## src/rtl/parking_log_reader_pkg.sv

```systemverilog
// parking_log_reader_pkg: shared widths, types and FSM encodings for the parking log reader.
package parking_log_reader_pkg;
   localparam int ADDR_W = 3;
   localparam int DATA_W = 16;
   localparam int DEPTH  = 2 ** ADDR_W;

   typedef logic [ADDR_W-1:0] addr_t;
   typedef logic [ADDR_W:0]   ord_t;
   typedef logic [DATA_W-1:0] data_t;

   localparam logic [2:0] IDLE    = 3'd0;
   localparam logic [2:0] FETCH   = 3'd1;
   localparam logic [2:0] PRESENT = 3'd2;
   localparam logic [2:0] DWELL   = 3'd3;
   localparam logic [2:0] DONE    = 3'd4;

   function automatic ord_t clamp_count(input ord_t c);
      return (c > ord_t'(DEPTH)) ? ord_t'(DEPTH) : c;
   endfunction
endpackage

```

## src/rtl/parking_log_reader_if.sv

```systemverilog
// parking_log_reader_if: control, RAM read port and output stream of the log reader.
interface parking_log_reader_if;
   import parking_log_reader_pkg::*;
   logic  start;
   logic  abort;
   addr_t head;
   ord_t  count;
   addr_t rd_addr;
   data_t rd_data;
   data_t out_data;
   addr_t out_index;
   logic  out_valid;
   logic  out_ready;
   logic  busy;
   logic  done;

   modport master (
      input  start, abort, head, count, rd_data, out_ready,
      output rd_addr, out_data, out_index, out_valid, busy, done
   );
   modport slave (
      output start, abort, head, count, rd_data, out_ready,
      input  rd_addr, out_data, out_index, out_valid, busy, done
   );
endinterface

```

## src/rtl/parking_log_reader_dwell_timer.sv

```systemverilog
// dwell_timer: loadable down-counter that stops at zero.
module dwell_timer #(
   parameter int W = 1
) (
   input  logic         clk,
   input  logic         reset,
   input  logic         load,
   input  logic         en,
   input  logic [W-1:0] val,
   output logic         zero
);
   logic [W-1:0] cnt;

   assign zero = cnt == '0;

   always_ff @(posedge clk) begin
      if (reset) cnt <= '0;
      else if (load) cnt <= val;
      else if (en && !zero) cnt <= cnt - W'(1);
   end
endmodule

```

## src/rtl/parking_log_reader.sv

```systemverilog
// parking_log_reader: walks the valid log entries oldest-first and streams each word
// over valid/ready, with an optional idle gap after every accepted word.
module parking_log_reader
   import parking_log_reader_pkg::*;
#(
   parameter int DWELL_CYCLES = 0
) (
   input logic clk,
   input logic reset,
   parking_log_reader_if.master bus
);
   localparam int TW = DWELL_CYCLES > 0 ? $clog2(DWELL_CYCLES + 1) : 1;
   // Loading one less than the gap makes the zero cycle the last dwell cycle.
   localparam logic [TW-1:0] DW_LOAD = TW'(DWELL_CYCLES > 0 ? DWELL_CYCLES - 1 : 0);

   logic [2:0] state;
   addr_t      rd_addr;
   addr_t      out_index;
   data_t      out_data;
   ord_t       n;
   ord_t       ord;
   ord_t       n_req;
   logic       out_valid;
   logic       accept;
   logic       dw_zero;

   assign n_req         = clamp_count(bus.count);
   assign accept        = state == PRESENT && bus.out_ready;
   assign bus.rd_addr   = rd_addr;
   assign bus.out_data  = out_data;
   assign bus.out_index = out_index;
   assign bus.out_valid = out_valid;
   assign bus.busy      = state != IDLE;
   assign bus.done      = state == DONE;

   dwell_timer #(.W(TW)) u_dwell (
      .clk  (clk),
      .reset(reset),
      .load (accept),
      .en   (state == DWELL),
      .val  (DW_LOAD),
      .zero (dw_zero)
   );

   always_ff @(posedge clk) begin
      if (reset || (bus.abort && state != IDLE)) begin
         state     <= IDLE;
         rd_addr   <= '0;
         out_data  <= '0;
         out_index <= '0;
         out_valid <= 1'b0;
         n         <= '0;
         ord       <= '0;
      end else begin
         case (state)
            IDLE: if (bus.start) begin
               n       <= n_req;
               ord     <= '0;
               rd_addr <= bus.head - addr_t'(n_req);
               state   <= n_req == '0 ? DONE : FETCH;
            end
            FETCH: begin
               out_data  <= bus.rd_data;
               out_index <= addr_t'(ord);
               out_valid <= 1'b1;
               state     <= PRESENT;
            end
            PRESENT: if (bus.out_ready) begin
               out_valid <= 1'b0;
               if (ord == n - ord_t'(1)) state <= DONE;
               else begin
                  rd_addr <= rd_addr + addr_t'(1);
                  ord     <= ord + ord_t'(1);
                  state   <= DWELL_CYCLES == 0 ? FETCH : DWELL;
               end
            end
            DWELL: if (dw_zero) state <= FETCH;
            default: state <= IDLE;
         endcase
      end
   end
endmodule

```

## src/flat_wrapper.sv

```systemverilog
// flat-port wrapper written by rule: the top's interface ports become plain ports
module parking_log_reader_flat import parking_log_reader_pkg::*;
#(
   parameter int DWELL_CYCLES = 0
)
  (clk, reset, bus_start, bus_abort, bus_head, bus_count, bus_rd_data, bus_out_ready, bus_rd_addr, bus_out_data, bus_out_index, bus_out_valid, bus_busy, bus_done);
  parking_log_reader_if bus_i ();
  input logic clk;
  input logic reset;
  input wire logic [$bits(bus_i.start)-1:0] bus_start;
  input wire logic [$bits(bus_i.abort)-1:0] bus_abort;
  input wire logic [$bits(bus_i.head)-1:0] bus_head;
  input wire logic [$bits(bus_i.count)-1:0] bus_count;
  input wire logic [$bits(bus_i.rd_data)-1:0] bus_rd_data;
  input wire logic [$bits(bus_i.out_ready)-1:0] bus_out_ready;
  output wire logic [$bits(bus_i.rd_addr)-1:0] bus_rd_addr;
  output wire logic [$bits(bus_i.out_data)-1:0] bus_out_data;
  output wire logic [$bits(bus_i.out_index)-1:0] bus_out_index;
  output wire logic [$bits(bus_i.out_valid)-1:0] bus_out_valid;
  output wire logic [$bits(bus_i.busy)-1:0] bus_busy;
  output wire logic [$bits(bus_i.done)-1:0] bus_done;
  assign bus_i.start = bus_start;
  assign bus_i.abort = bus_abort;
  assign bus_i.head = bus_head;
  assign bus_i.count = bus_count;
  assign bus_i.rd_data = bus_rd_data;
  assign bus_i.out_ready = bus_out_ready;
  assign bus_rd_addr = bus_i.rd_addr;
  assign bus_out_data = bus_i.out_data;
  assign bus_out_index = bus_i.out_index;
  assign bus_out_valid = bus_i.out_valid;
  assign bus_busy = bus_i.busy;
  assign bus_done = bus_i.done;
  parking_log_reader #(.DWELL_CYCLES(DWELL_CYCLES)) u_core (.clk(clk), .reset(reset), .bus(bus_i));
endmodule
```

## config.mk

```make
export PLATFORM = sky130hd
export DESIGN_NAME = parking_log_reader_flat
export DESIGN_NICKNAME = d
export VERILOG_FILES = /design/src/rtl/parking_log_reader_pkg.sv /design/src/rtl/parking_log_reader_if.sv /design/src/rtl/parking_log_reader_dwell_timer.sv /design/src/rtl/parking_log_reader.sv /design/src/flat_wrapper.sv
export SDC_FILE = /design/constraint.sdc
export NUM_CORES = 1
export LEC_CHECK = 0
export CORE_MARGIN = 5
export CORE_UTILIZATION = 45
export DETAILED_ROUTE_END_ITERATION = 7
export GPL_ROUTABILITY_DRIVEN = 1
export GPL_TIMING_DRIVEN = 0
export HOLD_SLACK_MARGIN = 0.06
export PLACE_DENSITY = 0.84
export SYNTH_ARGS = -nofsm -noshare
export SYNTH_HDL_FRONTEND = slang
export SYNTH_HIERARCHICAL = 1
export SYNTH_SLANG_ARGS = --single-unit
```

## constraint.sdc

```tcl
create_clock -name clk -period 2.2 [get_ports clk]
set_input_delay 0.33 -clock clk [delete_from_list [all_inputs] [get_ports clk]]
set_output_delay 0.33 -clock clk [all_outputs]
set_load 0.01 [all_outputs]
```

==> results.cfg <==
[sta]
skew_ns = 0.00738
post-route-min-period_ns = 2.03
max_freq_mhz = 493
period_share_pct = 92.2
fin_ws_ns = 0.172
finalSetupViolations = 0
holdWs_ns = 0.453
finalHoldViolations = 0
rsz0062_at_grt = false
finalMaxSlewViolations = 0

[routing]
final_antenna_net_count = 0
drt_wl_total_mm = 4.15
avgViaCountPerCell = 5.14
routedWlPerCell_um = 13.1
drc_errors = 0
first_pass_iters = 4
drt_iter0_markers = 77
vias = 1625

[clock_tree]
cts_made_buffers = 5
cts_root_buffer = clkbuf_8
clock_tree.buffer_depth = 2
cts_tree = built
clk_pin_slew_ns = 0.07
post_cts_resized = 0
cts-hold-fix-buffers = 0
clock_sinks = 35
htree_num_levels = 2
clkLatencyLatePin_ns = 0.29
cts_setup_buffers = 0

[power]
power.density_nw_per_um2 = 838
vdd_drop_max_v = 0.000432
finalPower_w = 0.00205
p_switching_w = 0.000609
seq_power_share_pct = 36.8
intPower_w = 0.00144
pwr-share-clk_pct = 33.5
p_sw_share_pct = 29.7
cellLeakagePower_nw = 0.941
combPwrFrac_pct = 29.7

[setup_path]
cp-startpoint = bus_count[3]
timing.rr.end = u_core/ord[3]
crit_type = in2reg
endpoint_kind = register
slowest_delay_ns = 0.54
critPathLaunchType = input port
r2r_cells = 7
critPathMaxFanout = 5
reg2reg_slack_ns = 0.33
r2r-start = u_core/n[0]
crit_path_top_delay_cell = clkdlybuf4s50_1
cpMostUsedCell = xnor2_1
crit_required_ns = 2.38
crit_path_cell_trace = clkdlybuf4s50_1 > nor2b_1 > ha_1 > fa_1 > xnor2_1 > xnor2_1 > a21oi_1 > nor2_1 > a32o_2
crit_arrival_ns = 2.21

[cells_and_area]
nets = 300
area_delta_synth_final_pct = 41.2
final_util_pct = 66.3
diodes = 0
drive_above_1_share_pct = 10.4

[synth]
synth.cell_area_um2 = 1730
postSynthAreaPerCell_um2 = 8.33
synth.distinct_cells = 44
syn_inst = 208
yosysWarnings = 6
synth_seq_area_share_pct = 40.5
synth_fp_nets = 241
ys_ff_latch = 35

[die]
core-area_um2 = 3690
initial_utilization_pct = 46.9
dieArea_um2 = 5190
ios = 53
row_count = 22
die_h_um = 72.0
dieWidth_um = 72.0

[grt]
grt_max_degree = 12
grt.total_usage_pct = 16.1
grt_antenna_before_repair = 0
grt_pass1_wl_mm = 6.67
gr-usage-met3_pct = 3.46
use_met1_pct = 20.1
met2_usage_pct = 27.2
grt-busiest-layer = met2
grt_pass1_vias = 1504
grt_overflow = 0

[flow_run]
cap_violations = 0

[worst_hold_path]
whs_path_depth = 2
min_from = u_core/bus.out_data[5]
min_to = u_core/bus.out_data[5]
hold_path.class = reg2reg

[place]
port_buffers = 52
detailed_place_hpwl_mm = 3.13
gp_congestion = 0.943
place_ws_ns = -0.124

[outcome]
outcome = finished clean
## Yosys cell counts, drive strengths merged
library cell,instances,area [µm²]
fa,1,20.0
inv,8,30.0
a21oi,31,159
buf,6,55.1
o21ai,3,15.0
and3,3,18.8
or3,1,6.26
a22oi,1,7.51
a32o,2,22.5
o31ai,1,7.51
a21o,2,15.0
conb,1,3.75
mux2,1,15.0
o41ai,1,16.3
and2,2,12.5
nand3b,1,7.51
a211oi,2,20.0
nor3b,3,27.5
xnor2,5,43.8
nor2,9,33.8
nand2,55,206
and3b,1,8.76
clkbuf,3,11.3
a2111oi,1,15.0
or3b,1,11.3
dfxtp,35,701
o211ai,2,15.0
nand3,5,30.0
nor3,8,66.3
nand4,1,6.26
nor2b,3,18.8
xnor3,1,22.5
nor4,1,6.26
ha,4,50.1
xor2,3,26.3
## sequential cells by signal, indices dropped and copies added, names as in the netlist
| register | count |
|---|---|
| u_core/bus.out_data | 16 |
| u_core/n | 4 |
| u_core/ord | 4 |
| u_core/bus.out_index | 3 |
| u_core/bus.rd_addr | 3 |
| u_core/state | 3 |
| u_core/bus.out_valid | 1 |
| u_core/u_dwell/cnt | 1 |
## cells in the final DEF, fill, tap and decap left out, drive strengths merged
master,count
and3b,1
o41ai,1
or3b,1
nor4,1
mux2,1
nand4,1
xor2,3
nand3,5
o211ai,2
a32o,2
a21oi,31
clkbuf,9
ha,4
nor3b,3
nand3b,1
nand2,55
xnor2,5
dfxtp,35
nor2,9
o31ai,1
a22oi,1
xnor3,1
a2111oi,1
buf,6
and2,2
fa,1
bufinv,2
a211oi,2
nor2b,3
a21o,2
nor3,8
conb,1
inv,8
and3,3
or3,1
clkdlybuf4s50,52
o21ai,3
## power by group through the flow
stage / clock network, W / logic, W / registers, W
after floorplan: 0 / 0.000339 / 0.000785
after global placement: 0 / 0.000594 / 0.000765
after detailed placement: 0 / 0.000609 / 0.000768
after CTS: 0.000703 / 0.000613 / 0.000754
after global routing: 0.000731 / 0.000666 / 0.000764
final: 0.000686 / 0.000609 / 0.000753
## per-stage QoR
stage,setup TNS (ns),area [µm²],instances
6_report,0,2440,316
5_1_grt,0,2440,316
4_1_cts,0,2440,316
3_5_place_dp,-0.124,2310,308
3_3_place_gp,-0.101,2310,308
2_1_floorplan,0,1730,208
## per-layer routing
| metal | up-vias | part of all wire (%) | routed length, µm |
|---|---|---|---|
| met5 | - | 0 | 0 |
| met4 | 0 | 0.55 | 23 |
| met3 | 4 | 7.6 | 315 |
| met2 | 56 | 49 | 2030 |
| met1 | 747 | 43 | 1780 |
| li1 | 818 | - | - |
## critical path, delay by kind of cell
family,cells,cell delay (ns)
adders and majority gates,2,0.56
and+or+nand+nor,2,0.14
AOI/OAI and AO/OA,2,0.36
xor gates and xnor gates,2,0.27
buffers and inverters,1,0.54
## worst max path at each step
stage,end
finish,u_core/bus.rd_addr[2]
global route,u_core/bus.rd_addr[2]
CTS,u_core/bus.rd_addr[2]
detailed placement,u_core/bus.rd_addr[2]
global placement,u_core/bus.rd_addr[2]
floorplan,u_core/bus.rd_addr[2]
## area by class of cell
type                       instances  area, µm²
fill                             342       1240
multi-input combinational        156        935
sequential                        35        701
timing repair buffer              52        520
clock buffer                       6       72.6
buffer                             9       66.3
clock inverter                     2       60.1
tap                               48       60.1
inverter                           8       30.0
## kinds of logic (layout without fill, tap and decap cells)
logic type               Yosys count  count (layout)  share of synthesized area, %
XOR/XNOR                           9               9                          5.35
adder cells (fa/ha/maj)            5               5                          4.05
buffers and inverters             17              77                          5.56
multiplexers                       1               1                         0.867
flip-flops                        35              35                          40.5
AO/OA/AOI/OAI                     46              46                          16.9
AND/OR/NAND/NOR                   94              94                          26.6
other                              1               1                         0.217
Power figures use the tool's default switching activity.
